===== src/rtl/rob_pkg.sv =====
// Shared types and widths for the reorder buffer / in-order retirement block.
package rob_pkg;

  localparam int XLEN       = 32;
  localparam int REG_ADDR_W = 5;

  // One reorder-buffer slot: occupancy, result-present flag, destination, result.
  typedef struct packed {
    logic                  valid;
    logic                  done;
    logic [REG_ADDR_W-1:0] rd;
    logic [XLEN-1:0]       data;
  } rob_entry_t;

endpackage


===== src/rtl/rob_commit.sv =====
// In-order retirement buffer. Dispatch allocates at the tail, the CDB marks
// entries done out of order, and the head drives the register-file write port
// once its result is present. Pointers carry a wrap bit so full/empty fall out
// of a plain compare.
module rob_commit
  import rob_pkg::*;
#(
  parameter int DEPTH = 8,
  parameter int TAG_W = $clog2(DEPTH)
) (
  input  logic                       clk,
  input  logic                       reset,
  input  logic                       flush,
  input  logic                       alloc_valid,
  input  logic [REG_ADDR_W-1:0]      alloc_rd,
  output logic                       alloc_ready,
  output logic [TAG_W-1:0]           alloc_tag,
  input  logic                       cdb_valid,
  input  logic [TAG_W-1:0]           cdb_tag,
  input  logic [XLEN-1:0]            cdb_data,
  input  logic [TAG_W-1:0]           lookup_tag,
  output logic                       lookup_done,
  output logic [XLEN-1:0]            lookup_data,
  output logic                       rf_wr_en,
  output logic [REG_ADDR_W-1:0]      rf_wr_addr,
  output logic [XLEN-1:0]            rf_wr_data,
  output logic                       commit_valid,
  output logic [TAG_W-1:0]           commit_tag,
  output logic [$clog2(DEPTH+1)-1:0] count
);

  localparam int PTR_W = TAG_W + 1;
  localparam int CNT_W = $clog2(DEPTH + 1);
  localparam logic [PTR_W-1:0] PTR_ONE = {{TAG_W{1'b0}}, 1'b1};

  rob_entry_t       entries_q [DEPTH];
  rob_entry_t       entries_d [DEPTH];
  logic [PTR_W-1:0] head_q, head_d;
  logic [PTR_W-1:0] tail_q, tail_d;

  logic [TAG_W-1:0] head_idx;
  logic [TAG_W-1:0] tail_idx;
  logic             full;
  rob_entry_t       head_e;
  logic             commit_fire;
  logic             alloc_fire;
  logic [PTR_W-1:0] occupancy;

  assign head_idx  = head_q[TAG_W-1:0];
  assign tail_idx  = tail_q[TAG_W-1:0];
  assign full      = (head_idx == tail_idx) && (head_q[TAG_W] != tail_q[TAG_W]);
  assign occupancy = tail_q - head_q;
  assign head_e    = entries_q[head_idx];

  // Commit, alloc and lookup outputs: registered state, with flush as the only override.
  always_comb begin
    commit_fire  = head_e.valid && head_e.done && !flush;
    alloc_ready  = !full && !flush;
    alloc_fire   = alloc_valid && alloc_ready;
    alloc_tag    = tail_idx;
    commit_valid = commit_fire;
    commit_tag   = head_idx;
    rf_wr_en     = commit_fire && (head_e.rd != '0);
    rf_wr_addr   = commit_fire ? head_e.rd   : '0;
    rf_wr_data   = commit_fire ? head_e.data : '0;
    lookup_done  = entries_q[lookup_tag].valid && entries_q[lookup_tag].done;
    lookup_data  = entries_q[lookup_tag].data;
    count        = CNT_W'(occupancy);
  end

  // Next state: flush wins; otherwise CDB fill, head pop and tail push apply together.
  always_comb begin
    entries_d = entries_q;
    head_d    = head_q;
    tail_d    = tail_q;
    if (flush) begin
      for (int i = 0; i < DEPTH; i++) begin
        entries_d[i].valid = 1'b0;
        entries_d[i].done  = 1'b0;
      end
      head_d = '0;
      tail_d = '0;
    end else begin
      // The CDB write lands after commit was decided on pre-edge done, so a
      // same-tag CDB/commit pair never commits that cycle.
      if (cdb_valid && entries_q[cdb_tag].valid) begin
        entries_d[cdb_tag].done = 1'b1;
        entries_d[cdb_tag].data = cdb_data;
      end
      if (commit_fire) begin
        entries_d[head_idx].valid = 1'b0;
        entries_d[head_idx].done  = 1'b0;
        head_d = head_q + PTR_ONE;
      end
      if (alloc_fire) begin
        entries_d[tail_idx] = '{valid: 1'b1, done: 1'b0, rd: alloc_rd, data: '0};
        tail_d = tail_q + PTR_ONE;
      end
    end
  end

  // State register with synchronous reset that also scrubs entry payloads.
  always_ff @(posedge clk) begin
    if (reset) begin
      for (int i = 0; i < DEPTH; i++) entries_q[i] <= '0;
      head_q <= '0;
      tail_q <= '0;
    end else begin
      entries_q <= entries_d;
      head_q    <= head_d;
      tail_q    <= tail_d;
    end
  end

endmodule

===== config.mk =====
export PLATFORM = sky130hd
export DESIGN_NAME = rob_commit
export DESIGN_NICKNAME = d
export VERILOG_FILES = /design/src/rtl/rob_pkg.sv /design/src/rtl/rob_commit.sv
export SDC_FILE = /design/constraint.sdc
export NUM_CORES = 1
export LEC_CHECK = 0
export CAP_MARGIN = 40
export CORE_ASPECT_RATIO = 0.9
export CORE_MARGIN = 4
export CORE_UTILIZATION = 30
export CTS_CLUSTER_DIAMETER = 30
export DETAILED_ROUTE_END_ITERATION = 10
export PLACE_DENSITY = 0.53
export SLEW_MARGIN = 0
export SYNTH_ARGS = -nofsm -noshare
export SYNTH_HDL_FRONTEND = slang
export SYNTH_SLANG_ARGS = --single-unit

===== constraint.sdc =====
create_clock -name clk -period 4.9 [get_ports clk]
set_input_delay 1.225 -clock clk [delete_from_list [all_inputs] [get_ports clk]]
set_output_delay 1.225 -clock clk [all_outputs]
set_load 0.01 [all_outputs]

==> results_dict.tcl <==
set metrics [dict create \
    vias 13061 \
    grt_first_pass_wirelength_um 84600 \
    cp.arrival_ns 3.50 \
    grt.total_usage 0.206 \
    dp_cells 2052 \
    maxSlewHeadroom 0.493 \
    drive_above_1_share 0.232 \
    die_x_um 243 \
    yosys.cell_types.count 65 \
    syn2layout_area_growth_pct 34.1 \
    avgRoutedWirePerCell_um 25.8 \
    reg2reg_to "entries_q[96]$_SDFFE_PP0N_" \
    drc 0 \
    postCtsSetupRepairBufs 0 \
    drt_iter0_drc 1130 \
    antenna_found_initial 1 \
    core_um2 49000 \
    io_buffers 130 \
    insertion_delay_ns 0.60 \
    finalSetupTns_ns 0 \
    die_area_um2 53200 \
    leakage_nw 7.38 \
    grt_max_degree 48 \
    post-dp-hpwl_um 33900 \
    fin_hold_ws_ns 0.452 \
    rows 77 \
    synth.avg_cell_area_um2 10.7 \
    path_clk_slew_ns 0.04 \
    fin_crit_ns 4.72 \
    worst-r2r-cell-count 8 \
    power.total_mw 8.47 \
    fin_cells 2197 \
    holdPathEnd "entries_q[192]$_SDFFE_PP0P_" \
    powerDensity_nw_per_um2 425 \
    cts_buffers 79 \
    root_buffer "clkbuf_16" \
    ys_ff_latch 320 \
    critPathSlowestCell "clkdlybuf4s50_1" \
    postRouteAntennaNets 0 \
    place_congestion 0.843 \
    io_pins 131 \
    finalClockSkew_ns 0.0237 \
    vdd_drop_max_v 0.000283 \
    max-clock-path-buffers 3 \
    ys.flop_type "dfxtp_1" \
    max_cap_violations 0 \
    cts_tree "done" \
    fmax_mhz 212 \
    first_global_vias 13235 \
    status "finished clean" \
    ys_warn_count 0 \
    worst-r2r-setup-slack_ns 1.76 \
    startpoint "head_q[2]$_SDFFE_PP0P_" \
    cts.sinks 320 \
    nets 1555 \
    worstHoldStart "entries_q[192]$_SDFFE_PP0P_" \
    period_share 0.964 \
    critPathBufInv 3 \
    grt_setup_unrepaired "no" \
    crit_path_max_fanout 19 \
    synth_area_um2 14900 \
    synthCells 1384 \
    via_per_inst 5.94 \
    critPathKind "flop to primary output" \
    drv_slew 0 \
    worst_pin_slew_ns 0.760 \
    placed_area_um2 17000 \
    fillerInstances 4573 \
    wirelength_um 56700 \
    reg2reg_from "tail_q[0]$_SDFFE_PP0N_" \
    crit_path_start_kind "flop" \
    hold_buffers 0 \
    crit_family "buffers and inverters" \
    hold_depth 2 \
    synth_edf_count 0 \
    finalInstanceArea_um2 19900 \
    hold_violations 0 \
    critPathRequiredTime_ns 3.67 \
    crit_chain "buf_4, mux2i_1, o21ai_0, a2bb2oi_1, or3_2, buf_4, nor4_1, clkdlybuf4s50_1" \
    worst_path_most_repeated_cell "buf_4" \
    start_util 0.303 \
    drtPass1Iterations 5 \
    synth_fp_nets 1438 \
    htreeDepth 3 \
    end_kind "primary output" \
    ys_seq_area_frac 0.431 \
    die_y_um 219 \
    cpPeakStageDelay_ns 0.59 \
    async_flop_share 0 \
    grt-ovfl-total 0 \
    hold_path.class "flop to flop" \
    setup_viol 0 \
]
[worst register-to-register path, cell delays in order, from the launching register on]
cell	delay [ns]
dfxtp_1	0.46
clkinv_1	0.28
ha_1	0.39
a41o_1	0.42
inv_4	0.11
and3_1	0.40
nor3_2	0.24
buf_4	0.53
a22o_1	0.25
[layout by cell type (no fill, tap or decap), drive strengths merged, types with 26 or more instances in the layout]
cell type / instances
nor2b: 38
buf: 81
a21oi: 26
dfxtp: 320
clkdlybuf4s50: 126
nor2: 67
mux2i: 42
mux2: 38
a22o: 257
clkbuf: 97
nand2: 53
o22ai: 98
mux4: 66
[report_power, final]
part	switching (mW)	total (mW)	leakage [nW]	internal, mW
combinational	0.204	0.312	3.43	0.108
clock	1.69	5.54	1.37	3.85
sequential	0.00292	2.62	2.58	2.62
total	1.90	8.47	7.38	6.57
[per-layer routing]
| metal | GRT usage | part of all wire | up-vias |
|---|---|---|---|
| met1 | 0.271 | 0.43 | 6610 |
| met3 | 0.0593 | 0.085 | 124 |
| met5 | 0 | 0 | - |
| met2 | 0.328 | 0.46 | 660 |
| met4 | 0.0698 | 0.026 | 0 |
| li1 | - | - | 5667 |
[flip-flops by register name (all words and copies together), names as in the netlist]
name       count
head_q         4
entries_q    312
tail_q         4
[synth_stat cells (6+ instances only)]
library cell | n | share of area
a21oi_1 | 26 | 0.0088
a22o_1 | 257 | 0.15
and3_1 | 6 | 0.0025
buf_1 | 41 | 0.010
buf_2 | 30 | 0.010
buf_4 | 15 | 0.0076
clkbuf_1 | 81 | 0.020
dfxtp_1 | 320 | 0.43
inv_1 | 8 | 0.0020
mux2_2 | 38 | 0.029
mux2i_1 | 42 | 0.028
mux4_2 | 66 | 0.10
nand2_1 | 53 | 0.013
nand3_1 | 17 | 0.0057
nor2_1 | 67 | 0.017
nor2b_1 | 38 | 0.016
nor3_1 | 7 | 0.0024
nor4_1 | 16 | 0.0067
o21ai_0 | 13 | 0.0044
o221ai_1 | 15 | 0.0088
o22a_1 | 15 | 0.0088
o22ai_1 | 98 | 0.041
or4_1 | 18 | 0.0091
[cell type report]
class | count | area (um2) | share of cell area
Antenna cell | 1 | 2.50 | 0.000126
Tap cell | 632 | 791 | 0.0397
Clock inverter | 47 | 683 | 0.0343
Multi-Input combinational cell | 883 | 7770 | 0.390
Inverter | 10 | 40.0 | 0.00201
Clock buffer | 97 | 2180 | 0.109
Timing Repair Buffer | 207 | 2050 | 0.103
Sequential cell | 320 | 6410 | 0.322
[timing repair]
item	CTS	global route
pin swaps	0	0
gates cloned	0	0
endpoints found under the hold margin	0	0
resized for setup	1	5
setup endpoints to repair	1	21
[kinds of logic (layout without fill, tap and decap cells)]
group           Yosys count  after routing  share of synthesized area
compound gates          467            467                      0.249
flops                   320            320                      0.431
simple gates            258            258                     0.0997
buf+inv                 181            361                     0.0542
mux                     146            146                      0.157
fa+ha+maj                 6              6                    0.00556
xor+xnor                  6              6                    0.00354
other cells               0              1                          0
[stage by stage]
| stage | util | setup WS, ns |
|---|---|---|
| global route | 0.406 | 0.0146 |
| detailed placement | 0.347 | 0.165 |
| finish | 0.406 | 0.175 |
| floorplan | - | 0.675 |
| CTS | 0.406 | 0.0167 |
| global placement | 0.347 | 0.176 |
[worst max path at each step]
stage | to | slack (ns) | depth (start not counted)
after floorplan | lookup_data[14] | 0.68 | 4
after global placement | rf_wr_data[5] | 0.18 | 5
after detailed placement | rf_wr_data[5] | 0.16 | 5
after CTS | rf_wr_data[5] | 0.02 | 7
after global routing | rf_wr_data[16] | 0.01 | 8
final | rf_wr_data[19] | 0.18 | 8
Note: power is estimated with default switching activity, not from simulation.
